### config.mk
export PLATFORM = sky130hd
export DESIGN_NAME = mem_port_arbiter_flat
export DESIGN_NICKNAME = d
export VERILOG_FILES = /design/src/rtl/mem_port_arbiter_pkg.sv /design/src/rtl/mem_port_arbiter_if.sv /design/src/rtl/mem_port_arbiter_wait_counter.sv /design/src/rtl/mem_port_arbiter.sv /design/src/flat_wrapper.sv
export SDC_FILE = /design/constraint.sdc
export NUM_CORES = 1
export LEC_CHECK = 0
export CAP_MARGIN = 10
export CORE_MARGIN = 3
export CORE_UTILIZATION = 40
export CTS_BUF_LIST = sky130_fd_sc_hd__clkbuf_16
export DETAILED_ROUTE_END_ITERATION = 7
export PLACE_DENSITY = 0.9
export SYNTH_ARGS = -nofsm -noshare
export SYNTH_HDL_FRONTEND = slang
export SYNTH_SLANG_ARGS = --single-unit
### constraint.sdc
create_clock -name clk -period 2.25 [get_ports clk]
set_clock_uncertainty 0.1 [all_clocks]
set_input_delay 0.225 -clock clk [delete_from_list [all_inputs] [get_ports clk]]
set_output_delay 0.225 -clock clk [all_outputs]
set_load 0.005 [all_outputs]
### src/rtl/mem_port_arbiter_pkg.sv
// Shared types for the unified I/D RAM port arbiter: FSM state encoding,
// grant identifiers and wait-state limits.
package mem_arb_pkg;

    // Largest supported number of extra RAM cycles per access.
    localparam int WAIT_STATES_MAX = 15;

    // Width of the wait-state down-counter.
    localparam int CNT_W = 4;

    typedef enum logic [2:0] {
        IDLE     = 3'd0,
        ACC_IF   = 3'd1,
        ACC_MEM  = 3'd2,
        RESP_IF  = 3'd3,
        RESP_MEM = 3'd4
    } arb_state_t;

    typedef enum logic {
        GRANT_IF  = 1'b0,
        GRANT_MEM = 1'b1
    } grant_t;

    // Convert the integer wait-state parameter into a counter load value,
    // saturating anything above the supported maximum.
    function automatic logic [CNT_W-1:0] wait_load_value(input int ws);
        if (ws > WAIT_STATES_MAX) begin
            return CNT_W'(WAIT_STATES_MAX);
        end else if (ws < 0) begin
            return '0;
        end else begin
            return CNT_W'(ws);
        end
    endfunction

endpackage

### src/rtl/mem_port_arbiter_if.sv
// Bundle of the fetch, load/store and RAM-side signals of the arbiter.
// Handshake: a requester raises its req (with address/data stable) and holds
// it until the matching ready pulses for one cycle; it drops or changes the
// request in the cycle after ready. The RAM side is a plain select/write
// enable port whose read data is valid on the last cycle of an access.
interface mem_port_arbiter_if #(
    parameter int RAM_AW = 10
);
    // Fetch port
    logic              if_req;
    logic [31:0]       if_addr;
    logic [31:0]       if_rdata;
    logic              if_ready;
    logic              if_stall;

    // Load/store port
    logic              mem_rd_req;
    logic              mem_wr_req;
    logic [31:0]       mem_addr;
    logic [31:0]       mem_wdata;
    logic [31:0]       mem_rdata;
    logic              mem_ready;
    logic              mem_stall;

    // RAM port
    logic              ram_cs;
    logic              ram_we;
    logic [RAM_AW-1:0] ram_addr;
    logic [31:0]       ram_wdata;
    logic [31:0]       ram_rdata;

    // Arbiter side
    modport slave (
        input  if_req, if_addr,
        input  mem_rd_req, mem_wr_req, mem_addr, mem_wdata,
        input  ram_rdata,
        output if_rdata, if_ready, if_stall,
        output mem_rdata, mem_ready, mem_stall,
        output ram_cs, ram_we, ram_addr, ram_wdata
    );

    // Requester / RAM side
    modport master (
        output if_req, if_addr,
        output mem_rd_req, mem_wr_req, mem_addr, mem_wdata,
        output ram_rdata,
        input  if_rdata, if_ready, if_stall,
        input  mem_rdata, mem_ready, mem_stall,
        input  ram_cs, ram_we, ram_addr, ram_wdata
    );

endinterface

### src/rtl/mem_port_arbiter_wait_counter.sv
// Loadable down-counter that times the RAM wait states of one access.
// Load has priority over decrement; the counter never wraps below zero.
module wait_counter
    import mem_arb_pkg::*;
(
    input  logic             clk,
    input  logic             rst,
    input  logic             load,
    input  logic             dec,
    input  logic [CNT_W-1:0] load_val,
    output logic             zero
);

    logic [CNT_W-1:0] cnt;

    // Counter register: load a new wait count or step down toward zero.
    always_ff @(posedge clk or negedge rst) begin
        if (!rst) begin
            cnt <= '0;
        end else if (load) begin
            cnt <= load_val;
        end else if (dec && (cnt != '0)) begin
            cnt <= cnt - 1'b1;
        end
    end

    assign zero = (cnt == '0);

endmodule

### src/rtl/mem_port_arbiter.sv
// Arbiter/sequencer for the single-port unified instruction/data RAM shared
// by the fetch and memory stages. One access at a time: IDLE picks a
// requester, ACC_* drives the RAM for WAIT_STATES+1 cycles, RESP_* pulses
// the matching ready for one cycle with data from a response register.
// Build option: define MEM_ARB_ROUND_ROBIN_EN to break simultaneous requests
// in favour of the requester not granted last; otherwise the memory stage
// always wins a tie (it holds the older instruction).
module mem_port_arbiter
    import mem_arb_pkg::*;
#(
    parameter int WAIT_STATES = 1,
    parameter int RAM_AW      = 10
) (
    input  logic                clk,
    input  logic                rst,
    mem_port_arbiter_if.slave   bus,
    output arb_state_t          fsm_state
);

    localparam logic [CNT_W-1:0] WAIT_LOAD = wait_load_value(WAIT_STATES);

    arb_state_t        state_q;
    arb_state_t        state_d;

    logic              mem_req;
    logic              any_req;
    logic              grant_mem;
    logic              start_acc;

    logic              cnt_load;
    logic              cnt_dec;
    logic              cnt_zero;

    logic [RAM_AW-1:0] lat_addr;
    logic [31:0]       lat_wdata;
    logic              lat_we;

    logic [31:0]       if_rdata_q;
    logic [31:0]       mem_rdata_q;

    logic              in_acc;

    // A simultaneous read+write request is treated as a store.
    assign mem_req   = bus.mem_rd_req | bus.mem_wr_req;
    assign any_req   = mem_req | bus.if_req;
    assign start_acc = (state_q == IDLE) && any_req;

`ifdef MEM_ARB_ROUND_ROBIN_EN
    grant_t last_grant;

    // Grant decision: on a tie, favour whichever side was not served last.
    always_comb begin
        grant_mem = mem_req;
        if (mem_req && bus.if_req) begin
            grant_mem = (last_grant == GRANT_IF);
        end
    end

    // Remember the most recent winner; resets to IF so the first tie goes to MEM.
    always_ff @(posedge clk or negedge rst) begin
        if (!rst) begin
            last_grant <= GRANT_IF;
        end else if (start_acc) begin
            last_grant <= grant_mem ? GRANT_MEM : GRANT_IF;
        end
    end
`else
    // Fixed priority: the memory stage always beats fetch.
    assign grant_mem = mem_req;
`endif

    wait_counter u_wait_counter (
        .clk      (clk),
        .rst      (rst),
        .load     (cnt_load),
        .dec      (cnt_dec),
        .load_val (WAIT_LOAD),
        .zero     (cnt_zero)
    );

    // State register; reset abandons any access in flight.
    always_ff @(posedge clk or negedge rst) begin
        if (!rst) begin
            state_q <= IDLE;
        end else begin
            state_q <= state_d;
        end
    end

    // Next-state logic and wait-counter control.
    always_comb begin
        state_d  = state_q;
        cnt_load = 1'b0;
        cnt_dec  = 1'b0;
        case (state_q)
            IDLE: begin
                if (any_req) begin
                    cnt_load = 1'b1;
                    state_d  = grant_mem ? ACC_MEM : ACC_IF;
                end
            end
            ACC_IF: begin
                if (cnt_zero) begin
                    state_d = RESP_IF;
                end else begin
                    cnt_dec = 1'b1;
                end
            end
            ACC_MEM: begin
                if (cnt_zero) begin
                    state_d = RESP_MEM;
                end else begin
                    cnt_dec = 1'b1;
                end
            end
            RESP_IF:  state_d = IDLE;
            RESP_MEM: state_d = IDLE;
            default:  state_d = IDLE;
        endcase
    end

    // Latch the granted request so the RAM sees stable values for the whole access.
    always_ff @(posedge clk or negedge rst) begin
        if (!rst) begin
            lat_addr  <= '0;
            lat_wdata <= '0;
            lat_we    <= 1'b0;
        end else if (start_acc) begin
            if (grant_mem) begin
                lat_addr  <= bus.mem_addr[RAM_AW+1:2];
                lat_wdata <= bus.mem_wdata;
                lat_we    <= bus.mem_wr_req;
            end else begin
                lat_addr  <= bus.if_addr[RAM_AW+1:2];
                lat_wdata <= '0;
                lat_we    <= 1'b0;
            end
        end
    end

    // Capture read data on the last access cycle; a store leaves mem_rdata untouched.
    always_ff @(posedge clk or negedge rst) begin
        if (!rst) begin
            if_rdata_q  <= '0;
            mem_rdata_q <= '0;
        end else begin
            if ((state_q == ACC_IF) && cnt_zero) begin
                if_rdata_q <= bus.ram_rdata;
            end
            if ((state_q == ACC_MEM) && cnt_zero && !lat_we) begin
                mem_rdata_q <= bus.ram_rdata;
            end
        end
    end

    // Output decode from the registered state and latched request.
    always_comb begin
        in_acc        = (state_q == ACC_IF) || (state_q == ACC_MEM);
        bus.ram_cs    = in_acc;
        bus.ram_we    = in_acc & lat_we;
        bus.ram_addr  = in_acc ? lat_addr  : '0;
        bus.ram_wdata = in_acc ? lat_wdata : '0;
        bus.if_ready  = (state_q == RESP_IF);
        bus.mem_ready = (state_q == RESP_MEM);
        bus.if_rdata  = if_rdata_q;
        bus.mem_rdata = mem_rdata_q;
        bus.if_stall  = bus.if_req & ~bus.if_ready;
        bus.mem_stall = mem_req & ~bus.mem_ready;
        fsm_state     = state_q;
    end

    // Byte-offset and above-RAM address bits are intentionally ignored.
    logic unused_addr_bits;
    assign unused_addr_bits = ^{bus.if_addr[31:RAM_AW+2], bus.if_addr[1:0],
                                bus.mem_addr[31:RAM_AW+2], bus.mem_addr[1:0]};

endmodule

### src/flat_wrapper.sv
// flat-port wrapper written by rule: the top's interface ports become plain ports
module mem_port_arbiter_flat import mem_arb_pkg::*;
#(
    parameter int WAIT_STATES = 1,
    parameter int RAM_AW      = 10
)
  (clk, rst, fsm_state, bus_if_req, bus_if_addr, bus_mem_rd_req, bus_mem_wr_req, bus_mem_addr, bus_mem_wdata, bus_ram_rdata, bus_if_rdata, bus_if_ready, bus_if_stall, bus_mem_rdata, bus_mem_ready, bus_mem_stall, bus_ram_cs, bus_ram_we, bus_ram_addr, bus_ram_wdata);
  mem_port_arbiter_if #(.RAM_AW(RAM_AW)) bus_i ();
  input  logic clk;
  input  logic rst;
  output arb_state_t fsm_state;
  input wire logic [$bits(bus_i.if_req)-1:0] bus_if_req;
  input wire logic [$bits(bus_i.if_addr)-1:0] bus_if_addr;
  input wire logic [$bits(bus_i.mem_rd_req)-1:0] bus_mem_rd_req;
  input wire logic [$bits(bus_i.mem_wr_req)-1:0] bus_mem_wr_req;
  input wire logic [$bits(bus_i.mem_addr)-1:0] bus_mem_addr;
  input wire logic [$bits(bus_i.mem_wdata)-1:0] bus_mem_wdata;
  input wire logic [$bits(bus_i.ram_rdata)-1:0] bus_ram_rdata;
  output wire logic [$bits(bus_i.if_rdata)-1:0] bus_if_rdata;
  output wire logic [$bits(bus_i.if_ready)-1:0] bus_if_ready;
  output wire logic [$bits(bus_i.if_stall)-1:0] bus_if_stall;
  output wire logic [$bits(bus_i.mem_rdata)-1:0] bus_mem_rdata;
  output wire logic [$bits(bus_i.mem_ready)-1:0] bus_mem_ready;
  output wire logic [$bits(bus_i.mem_stall)-1:0] bus_mem_stall;
  output wire logic [$bits(bus_i.ram_cs)-1:0] bus_ram_cs;
  output wire logic [$bits(bus_i.ram_we)-1:0] bus_ram_we;
  output wire logic [$bits(bus_i.ram_addr)-1:0] bus_ram_addr;
  output wire logic [$bits(bus_i.ram_wdata)-1:0] bus_ram_wdata;
  assign bus_i.if_req = bus_if_req;
  assign bus_i.if_addr = bus_if_addr;
  assign bus_i.mem_rd_req = bus_mem_rd_req;
  assign bus_i.mem_wr_req = bus_mem_wr_req;
  assign bus_i.mem_addr = bus_mem_addr;
  assign bus_i.mem_wdata = bus_mem_wdata;
  assign bus_i.ram_rdata = bus_ram_rdata;
  assign bus_if_rdata = bus_i.if_rdata;
  assign bus_if_ready = bus_i.if_ready;
  assign bus_if_stall = bus_i.if_stall;
  assign bus_mem_rdata = bus_i.mem_rdata;
  assign bus_mem_ready = bus_i.mem_ready;
  assign bus_mem_stall = bus_i.mem_stall;
  assign bus_ram_cs = bus_i.ram_cs;
  assign bus_ram_we = bus_i.ram_we;
  assign bus_ram_addr = bus_i.ram_addr;
  assign bus_ram_wdata = bus_i.ram_wdata;
  mem_port_arbiter #(.WAIT_STATES(WAIT_STATES), .RAM_AW(RAM_AW)) u_core (.clk(clk), .rst(rst), .bus(bus_i), .fsm_state(fsm_state));
endmodule
==> impl_metrics.yaml <==
layout:
  layout-drive-gt1-share_pct: 22.4
  fin_nets: 703
  area_delta_synth_final_pct: 64.3
  final_util_pct: 67.6
  n_antenna_cell: 0
  design_area_mm2: 0.00775
synthesis:
  ys_warn_count: 0
  synth-edff-count: 0
  yosysTopAreaCellShare_pct: 60.5
  synth_adder_area_share_pct: 0.531
  synthXorXnorAreaFrac_pct: 0.186
  synth.ff_latch_count: 114
  synthDistinctLibCells: 26
  ys_top_cells_by_count: "dfrtp_1 (114), mux2_2 (62), and2_1 (43), a22o_1 (32), nand2_1 (17)"
  synth_top_family_by_area: "multiplexers"
  synthCells: 347
  synth_mux_area_share_pct: 18.5
  synth_nets: 482
  avgSynthCellArea_um2: 13.6
  synth_most_common_cell: "dfrtp_1"
  synth.area.top_cells: "dfrtp_1 (60%), mux2_2 (15%), a22o_1 (5.9%)"
  yosysTopAreaCell: "dfrtp_1"
  async_flop_share_pct: 100
  synth_seq_area_share_pct: 60.5
  synth_compound_area_share_pct: 7.54
  synthSimpleGateAreaFrac_pct: 9.84
  syn_area_mm2: 0.00472
  ys.flop_type: "dfrtp_1"
detailed_routing:
  finalWirelength_um: 13200
  route.vias.total: 3625
  ant_nets: 0
  wl_met3_um: 1050
  route.detailed.drc: 0
  viasPerCell: 5.01
  drt-wirelength-per-cell_um: 18.3
  drtPass1Iterations: 4
  drtIter0Drc: 175
  top_layer_used: "met4"
  route.met2.wl_um: 6880
  wl_met1_um: 5140
run_status:
  status: "complete, no violations"
timing:
  hold_viol: 0
  grt_setup_unrepaired: "false"
  min_period_ps: 2170
  tightest_slew_ps: 731
  post-route-period-util_pct: 96.4
  hold_ws_ps: 244
  setup_violations: 0
  tns_ps: 0
  max_freq_mhz: 461
  relSlewSlack_pct: 51.1
  slew_violations: 0
clock_tree:
  cts_max_path_buffers: 2
  clock_latency_ps: 400
  numCtsBuffers: 17
  clock_sinks: 114
  clk_pin_slew_ps: 60
  cts_tree: "yes"
  h-tree-depth: 4
  cts_root_buf: "clkbuf_16"
die:
  io_pins: 248
  initial_utilization_pct: 41.1
  die_area_mm2: 0.0131
  die_y_um: 115
  die_w_um: 115
  core-area_mm2: 0.0115
  num_rows: 39
global_routing:
  grt_pass1_wl_um: 20800
  grtUsageTotal_pct: 20.5
  grt_max_degree: 51
  grt_overflow_total: 0
  grt_pass1_vias: 3869
  antenna_found_initial: 0
worst_hold_path:
  hold_class: "input pin to asynchronous set/reset pin"
worst_setup_path:
  r2r_start: "u_core.fsm_state[1]"
  arrival_ps: 1840
  worstSetupPathType: "register to primary output"
  crit-reg2reg-capture: "u_core.lat_wdata[27]"
  cp-start-kind: "register"
  critPathMaxFanout: 11
  reg2regPathDepth: 4
  reg2reg_slack_ps: 220
  endpoint_kind: "primary output"
  cp.required_ps: 1920
power_and_ir_drop:
  p_total_w: 0.0117
  p_leak_nw: 3.54
  irDropWorstVdd_mv: 0.972
  power_frac_clock_pct: 25.2
  seqPwrFrac_pct: 31.0
  p_sw_w: 0.00353
  p_int_w: 0.00821
  comb_power_share_pct: 43.8
  swShare_pct: 30.1
  power_density_mw_per_mm2: 1520
place:
  gp_congestion: 0.769
  port_buffers: 203
  dpl_cell_area_mm2: 0.00698
  hpwl_um: 9190
run:
  max-cap-violations: 0
logic make-up after synthesis:
kind of cell,after synthesis
buffers and inverters,26
AND/OR/NAND/NOR,79
XOR/XNOR,1
flip-flops,114
adder cells (fa/ha/maj),2
multiplexers,79
AO/OA/AOI/OAI,46
layer usage:
layer | global-route usage (%) | vias to the layer above
met5 | 0 | -
met4 | 7.68 | 0
met3 | 6.03 | 17
met2 | 35.0 | 167
met1 | 24.5 | 1779
li1 | - | 1662
state kept, by name, summed over array words and instances, names as in the netlist:
register	cells
u_core.lat_we	1
u_core.bus.if_rdata	32
u_core.u_wait_counter.cnt	4
u_core.lat_addr	10
u_core.bus.mem_rdata	32
u_core.fsm_state	3
u_core.lat_wdata	32
worst max-delay path by stage:
stage                               endpoint  cells past startpoint                          from  slack (ps)
global placement        u_core.lat_wdata[23]                      4                bus_mem_wr_req          60
floorplan           u_core.bus.mem_rdata[10]                      6  u_core.u_wait_counter.cnt[0]         540
CTS                             bus_if_ready                      5           u_core.fsm_state[1]          40
global route                   bus_mem_stall                      4           u_core.fsm_state[0]          10
detailed placement      u_core.lat_wdata[16]                      4                bus_mem_wr_req          -5
finish                       bus_ram_addr[6]                      6           u_core.fsm_state[1]          80
critical path, stage by stage, from the launching register on:
cell and delay (ps):
dfrtp_2 450, xnor2_4 220, nor2_4 70, buf_12 140
buf_16 140, and2_1 160, dlygate4sd2_1 260
power by group through the flow:
stage	Clock, W	Sequential, W	Combinational (W)
2_1_floorplan	0	0.00356	0.00211
3_3_place_gp	0	0.00356	0.00483
3_5_place_dp	0	0.00363	0.00501
4_1_cts	0.00302	0.00363	0.00521
5_1_grt	0.00313	0.00376	0.00553
6_report	0.00296	0.00364	0.00514
what timing repair did:
item / CTS / global route
endpoints found under the setup margin: 47 / 2
hold buffers: 1 / 0
hold endpoints to repair: 38 / 0
setup buffers: 5 / 0
resized for setup: 57 / 2
gates cloned: 2 / 0
layout make-up:
class,count,area (um^2)
Fill cell,841,3720
Sequential cell,114,2860
Timing Repair Buffer,225,2260
Multi-Input combinational cell,207,1790
Clock buffer,17,425
Clock inverter,15,230
Tap cell,143,179
Inverter,3,11.3
per-stage QoR:
step,instances,worst slack [ps]
after floorplan,347,536
after global placement,684,59.7
after detailed placement,684,-4.55
after CTS,724,43.9
after global routing,724,11.4
final,724,80.9
cell usage in the layout (no fill, tap or decap), types with 2 or more instances in the layout:
master             n
ha_1               2
buf_12             6
clkdlybuf4s50_1  155
mux2_2            62
buf_16             2
a22o_1            32
mux2_1             3
buf_4             14
nor3b_2            2
nor2_1             4
clkinvlp_4         3
dlymetal6s2s_1     2
and2_1            41
clkinv_4           2
o21ai_0           11
and2_4             2
nand2_1           17
inv_6              4
bufinv_16          5
inv_1              3
dlygate4sd2_1     45
dfrtp_1          112
mux2i_1           14
clkbuf_16         17
dfrtp_2            2
nor3_1             4
(Power assumes the default switching activity.)
